$ cat src/rtl/convnet_pkg.sv
// rtl/convnet_pkg.sv - shared defaults, bus constants and transfer state encoding
package convnet_pkg;

  localparam int CONV_PIX_W = 16;
  localparam int CONV_K     = 3;

  localparam logic [3:0] WB_SEL_ALL = 4'b1111;

  typedef enum logic [1:0] {
    IDLE      = 2'd0,
    FETCH_REQ = 2'd1,
    STORE_REQ = 2'd2,
    GAP       = 2'd3
  } xfer_state_t;

endpackage

$ cat src/rtl/wb_single_xfer.sv
// rtl/wb_single_xfer.sv - one classic Wishbone transfer with timeout and trailing idle cycle
module wb_single_xfer
  import convnet_pkg::*;
#(
  parameter int TIMEOUT = 255
) (
  input  logic        i_clk,
  input  logic        i_rst,
  input  logic        i_start,
  input  logic        i_we,
  input  logic        i_more,
  input  logic [31:0] i_addr,
  input  logic [31:0] i_wdata,
  input  logic        i_stall,
  input  logic        i_ack,
  output logic        o_cyc,
  output logic        o_stb,
  output logic        o_we,
  output logic [3:0]  o_sel,
  output logic [31:0] o_adr,
  output logic [31:0] o_dat,
  output xfer_state_t o_state,
  output logic        o_acked,
  output logic        o_fin,
  output logic        o_err
);

  localparam int CW = (TIMEOUT > 1) ? $clog2(TIMEOUT) : 1;
  localparam logic [CW-1:0] CNT_LAST = CW'(TIMEOUT - 1);

  xfer_state_t   r_state;
  logic [CW-1:0] r_cnt;
  logic          r_fin;
  logic          r_err;
  logic          w_req;

  assign w_req   = (r_state == FETCH_REQ) || (r_state == STORE_REQ);
  assign o_cyc   = w_req;
  assign o_stb   = w_req & ~i_stall;
  assign o_we    = (r_state == STORE_REQ);
  assign o_sel   = w_req ? WB_SEL_ALL : 4'b0000;
  assign o_adr   = w_req ? i_addr : 32'd0;
  assign o_dat   = (r_state == STORE_REQ) ? i_wdata : 32'd0;
  assign o_state = r_state;
  assign o_acked = w_req & i_ack;
  assign o_fin   = r_fin;
  assign o_err   = r_err;

  // GAP keeps cyc low for one cycle because the slave holds ack while cyc is high
  always_ff @(posedge i_clk) begin
    if (i_rst) begin
      r_state <= IDLE;
      r_cnt   <= '0;
      r_fin   <= 1'b0;
      r_err   <= 1'b0;
    end else begin
      r_fin <= 1'b0;
      r_err <= 1'b0;
      case (r_state)
        IDLE: begin
          if (i_start) begin
            r_state <= i_we ? STORE_REQ : FETCH_REQ;
            r_cnt   <= '0;
          end
        end
        FETCH_REQ, STORE_REQ: begin
          if (i_ack) begin
            r_state <= GAP;
          end else if (r_cnt == CNT_LAST) begin
            r_state <= IDLE;
            r_err   <= 1'b1;
          end else begin
            r_cnt <= r_cnt + 1'b1;
          end
        end
        GAP: begin
          if (i_more) begin
            r_state <= FETCH_REQ;
            r_cnt   <= '0;
          end else begin
            r_state <= IDLE;
            r_fin   <= 1'b1;
          end
        end
        default: r_state <= IDLE;
      endcase
    end
  end

endmodule

$ cat src/rtl/sdram_patch_loader.sv
// rtl/sdram_patch_loader.sv - fetches a KxK pixel window over Wishbone and stores single result words
module sdram_patch_loader
  import convnet_pkg::*;
#(
  parameter int PIX_W   = CONV_PIX_W,
  parameter int K       = CONV_K,
  parameter int TIMEOUT = 255
) (
  input  logic                   CLK,
  input  logic                   rst,
  input  logic                   start_fetch,
  input  logic [31:0]            base_addr,
  input  logic [31:0]            stride,
  input  logic                   start_store,
  input  logic [31:0]            store_addr,
  input  logic [31:0]            store_data,
  output logic                   busy,
  output logic                   patch_valid,
  output logic [PIX_W*K*K-1:0]   patches,
  output logic                   store_done,
  output logic                   err,
  input  logic [31:0]            data_o,
  input  logic                   stall_o,
  input  logic                   sdram_ack,
  output logic                   stb_i,
  output logic                   we_i,
  output logic                   cyc_i,
  output logic [3:0]             sel_i,
  output logic [31:0]            addr_i,
  output logic [31:0]            data_i
);

  localparam int NPIX = K * K;
  localparam int IW   = $clog2(NPIX + 1);
  localparam int CWID = (K > 1) ? $clog2(K) : 1;
  localparam logic [IW-1:0]   IDX_END  = IW'(NPIX);
  localparam logic [CWID-1:0] COL_LAST = CWID'(K - 1);

  xfer_state_t w_state;
  logic w_idle, w_accept_f, w_accept_s, w_more, w_acked, w_fin, w_err;
  logic w_unused_hi;

  logic                  r_fetching;
  logic [IW-1:0]         r_idx;
  logic [CWID-1:0]       r_col;
  logic [31:0]           r_row_base;
  logic [31:0]           r_stride;
  logic [31:0]           r_addr;
  logic [31:0]           r_wdata;
  logic [PIX_W*NPIX-1:0] r_work;
  logic [PIX_W*NPIX-1:0] r_patches;

  assign w_idle      = (w_state == IDLE);
  assign w_accept_f  = w_idle & start_fetch;
  assign w_accept_s  = w_idle & start_store & ~start_fetch;
  assign w_more      = r_fetching && (r_idx != IDX_END);
  assign w_unused_hi = ^data_o;

  assign busy        = ~w_idle;
  assign patch_valid = w_fin & r_fetching;
  assign store_done  = w_fin & ~r_fetching;
  assign err         = w_err;
  assign patches     = r_patches;

  wb_single_xfer #(
    .TIMEOUT(TIMEOUT)
  ) u_xfer (
    .i_clk  (CLK),
    .i_rst  (rst),
    .i_start(w_accept_f | w_accept_s),
    .i_we   (~start_fetch),
    .i_more (w_more),
    .i_addr (r_addr),
    .i_wdata(r_wdata),
    .i_stall(stall_o),
    .i_ack  (sdram_ack),
    .o_cyc  (cyc_i),
    .o_stb  (stb_i),
    .o_we   (we_i),
    .o_sel  (sel_i),
    .o_adr  (addr_i),
    .o_dat  (data_i),
    .o_state(w_state),
    .o_acked(w_acked),
    .o_fin  (w_fin),
    .o_err  (w_err)
  );

  // Pixels land in a working buffer; patches only changes when a whole window has arrived
  always_ff @(posedge CLK) begin
    if (rst) begin
      r_fetching <= 1'b0;
      r_idx      <= '0;
      r_col      <= '0;
      r_row_base <= '0;
      r_stride   <= '0;
      r_addr     <= '0;
      r_wdata    <= '0;
      r_work     <= '0;
      r_patches  <= '0;
    end else begin
      if (w_accept_f) begin
        r_fetching <= 1'b1;
        r_idx      <= '0;
        r_col      <= '0;
        r_row_base <= base_addr;
        r_stride   <= stride;
        r_addr     <= base_addr;
      end else if (w_accept_s) begin
        r_fetching <= 1'b0;
        r_addr     <= store_addr;
        r_wdata    <= store_data;
      end

      if (w_acked && r_fetching) begin
        for (int i = 0; i < NPIX; i++) begin
          if (r_idx == IW'(i)) r_work[i*PIX_W +: PIX_W] <= data_o[PIX_W-1:0];
        end
        r_idx <= r_idx + 1'b1;
        if (r_col == COL_LAST) begin
          r_col      <= '0;
          r_row_base <= r_row_base + r_stride;
          r_addr     <= r_row_base + r_stride;
        end else begin
          r_col  <= r_col + 1'b1;
          r_addr <= r_addr + 32'd1;
        end
      end

      if ((w_state == GAP) && !w_more && r_fetching) r_patches <= r_work;
    end
  end

endmodule

$ cat config.mk
export PLATFORM = sky130hd
export DESIGN_NAME = sdram_patch_loader
export DESIGN_NICKNAME = d
export VERILOG_FILES = /design/src/rtl/convnet_pkg.sv /design/src/rtl/wb_single_xfer.sv /design/src/rtl/sdram_patch_loader.sv
export SDC_FILE = /design/constraint.sdc
export NUM_CORES = 1
export LEC_CHECK = 0
export BUFFER_PORTS_ARGS = -buffer_cell sky130_fd_sc_hd__buf_2
export CAP_MARGIN = 20
export CELL_PAD_IN_SITES_DETAIL_PLACEMENT = 1
export CELL_PAD_IN_SITES_GLOBAL_PLACEMENT = 2
export CORE_ASPECT_RATIO = 2
export CORE_UTILIZATION = 32
export CTS_BUF_LIST = sky130_fd_sc_hd__clkbuf_8
export DETAILED_ROUTE_END_ITERATION = 6
export GPL_ROUTABILITY_DRIVEN = 0
export GPL_TIMING_DRIVEN = 0
export PLACE_DENSITY_LB_ADDON = 0.1
export SLEW_MARGIN = 20
export SYNTH_ARGS = -nofsm -noshare
export SYNTH_HDL_FRONTEND = slang
export SYNTH_SLANG_ARGS = --single-unit
$ cat constraint.sdc
create_clock -name CLK -period 3.2 [get_ports CLK]
set_input_delay 0.96 -clock CLK [delete_from_list [all_inputs] [get_ports CLK]]
set_output_delay 0.96 -clock CLK [all_outputs]
set_load 0.005 [all_outputs]
==> flow_summary.ini <==
[clock_network]
postCtsHoldBufs = 0
cts_tree = yes
clkLatencyLatePin_ns = 0.66
numCtsBuffers = 68
clock_sinks = 435
ctsHtreeMaxLevel = 3
clkSlewWorstSetupHoldPaths_ns = 0.06
cts_root_buf = clkbuf_8
clockBufferDepth = 3

[routing]
dr.pass1.iters = 5
wl_per_cell_um = 21.9
drc = 0
drt-total-wl_um = 82800
via_per_inst = 5.09
vias = 19261
ant_nets = 0
drt-initial-drc-count = 669

[die]
rows = 126
die_height_um = 347
start_util = 0.324
dieArea_um2 = 60700
die_w_um = 175
core-area_um2 = 59000
io_pins = 385

[min_path]
holdCritStartpoint = r_work[141]
hold_depth = 2
holdCritPathClass = reg2reg
worst_hold_path.endpoint = patches[141]

[sta]
rsz0062_at_grt = no
fin_ws_ns = 0.0627
min_period_ns = 3.14
max-slew-margin-rel = 0.220
maxSlewViolCount = 0
setup_viol = 0
worst_pin_slew_ns = 1.17
max_freq_mhz = 319
finalCritPeriodShare = 0.980
fin_skew_ns = 0.0256
fin_setup_tns_ns = 0
timing_hold_violations_final = 0

[cells_and_area]
drive_gt1_frac = 0.172
nNetsFinal = 3186
final_area_um2 = 23200
area_growth_pct = 21.8
final_cells = 3787
fillers = 7454

[synthesis]
netlist_area_um2 = 19100
ys_ff_latch = 435
synthMostInstantiatedCell = nand2_1
avgSynthCellArea_um2 = 7.47
synth_top_area_share = 0.456
synth_async_sr_flop_share = 0
synth_cells = 2554
ys_warn_count = 0
ys_seq_area_frac = 0.456
synth_cell_types = 70
synth_ff_type = dfxtp_1
synthTopCellsByCount = nand2_1 (855), a21oi_1 (447), dfxtp_1 (435), clkbuf_1 (161), nor2_1 (114)
netlist_top_cells_area = dfxtp_1 (46%), nand2_1 (17%), a21oi_1 (12%)
synth_edf_count = 0
synth_nets = 2763
yosys.area.top_type = dfxtp_1

[place]
placed_area_um2 = 21800
dp.cells = 3674
numPortBuffers = 351
dp_slack_ns = -0.925
dp_hpwl_um = 66200

[setup_path]
required_ns = 3.77
end_kind = register
crit_type = reg2reg
worst_r2r_endpoint = r_addr[21]
critical_path_arrival_ns = 3.71
r2r_setup_slack_ns = 0.06
cp_max_fo = 10
r2r_start = u_xfer.o_state[0]
reg2reg_depth = 7
critPathLaunchType = register

[status]
status = complete, no violations

[global_route]
grt_max_degree = 11
grt-ovfl-total = 0
antenna_found_initial = 3
grt_pass1_wl_um = 123000
globalRouteTotalUtil = 0.269
grt_pass1_vias = 20524

[power]
p_total_mw = 15.2
max-vdd-ir-drop_v = 0.000295
power.density_nw_per_um2 = 655
power_leakage_nw = 9.13

[flow_run]
drv_cap = 0
==> sequential cells by signal, summed over array words and instances, names as in the netlist <==
signal / flops
patches: 144
r_work: 144
r_addr: 32
r_row_base: 32
r_stride: 32
r_wdata: 32
u_xfer.r_cnt: 8
r_idx: 4
r_col: 2
u_xfer.o_state: 2
r_fetching: 1
u_xfer.o_err: 1
u_xfer.o_fin: 1
==> critical path, stage by stage (launching register included) <==
cell	delay, ns
dfxtp_1	0.37
inv_1	0.12
ha_4	0.24
nand2_1	0.50
clkbuf_2	0.48
clkbuf_1	0.71
o221ai_1	0.35
a31oi_1	0.25
==> power by group <==
group | total (mW) | internal (mW) | switching [mW]
logic | 4.28 | 1.45 | 2.83
registers | 6.21 | 5.81 | 0.400
clock network | 4.73 | 2.40 | 2.33
total | 15.2 | 9.66 | 5.57
==> metal layers <==
| layer | routed length [um] | vias to the layer above | global-route usage |
|---|---|---|---|
| met5 | 9 | - | 0 |
| li1 | - | 9390 | - |
| met4 | 4260 | 2 | 0.144 |
| met2 | 45600 | 529 | 0.533 |
| met1 | 28900 | 9162 | 0.254 |
| met3 | 4080 | 178 | 0.0498 |
==> how the worst max path moves through the flow <==
| stage | start | to | slack, ns | depth (start not counted) |
|---|---|---|---|---|
| after floorplan | r_row_base[0] | r_addr[22] | 0.52 | 10 |
| after global placement | start_fetch | r_row_base[29] | -1.25 | 9 |
| after detailed placement | start_fetch | r_row_base[13] | -0.93 | 9 |
| after CTS | u_xfer.o_state[1] | r_row_base[31] | 0.01 | 8 |
| after global routing | u_xfer.o_state[1] | r_row_base[14] | 0.0003 | 8 |
| final | u_xfer.o_state[0] | r_addr[21] | 0.06 | 7 |
==> cell usage in the layout (no fill, tap or decap), drive strengths merged, types with 3 or more instances in the layout <==
master / Yosys / routed
o21bai: 9 / 9
clkinv: 0 / 6
a211o: 3 / 3
ha: 42 / 42
and2: 76 / 76
o21a: 6 / 6
nand2: 855 / 855
a21oi: 450 / 450
buf: 32 / 387
nor2b: 4 / 4
a211oi: 21 / 21
a311oi: 15 / 15
and4: 7 / 7
inv: 21 / 39
xor2: 26 / 26
o221ai: 22 / 22
a31o: 6 / 6
nand2b: 3 / 3
o22ai: 12 / 12
clkbuf: 162 / 245
or3: 4 / 4
and3: 14 / 14
dfxtp: 435 / 435
nand4: 16 / 16
a21o: 10 / 10
o21ai: 43 / 43
a31oi: 9 / 9
nand3: 34 / 34
nor2: 114 / 114
o211ai: 4 / 4
o31ai: 4 / 4
a221oi: 4 / 4
a21boi: 6 / 6
nor3: 32 / 32
xnor2: 28 / 28
==> per-stage QoR <==
step	util	hold WS (ns)
finish	0.394	0.449
global route	0.394	0.466
CTS	0.394	0.450
detailed placement	0.370	0.442
global placement	0.370	0.438
floorplan	-	0.432
==> layout make-up <==
type	count	area, um^2	share of cell area
Multi-Input combinational cell	1904	9600	0.413
Sequential cell	435	8710	0.375
Timing Repair Buffer	353	1780	0.0765
Clock buffer	85	1170	0.0503
Tap cell	768	961	0.0413
Buffer	194	806	0.0347
Clock inverter	26	144	0.00619
Inverter	21	78.8	0.00339
Antenna cell	1	2.50	0.000108
==> cell families after synthesis <==
group,count (synthesis),share of synthesized area
AO/OA/AOI/OAI,637,0.191
XOR/XNOR,54,0.0248
adder cells (fa/ha/maj),43,0.0286
buffers and inverters,215,0.0443
flip-flops,435,0.456
multiplexers,1,0.000524
AND/OR/NAND/NOR,1169,0.254
==> repair_timing <==
action | CTS | global route
cloned | 0 | 0
setup endpoints to repair | 138 | 51
pin swaps | 1 | 0
buffers inserted | 1 | 0
resized for setup | 20 | 17
(Power assumes the default switching activity.)
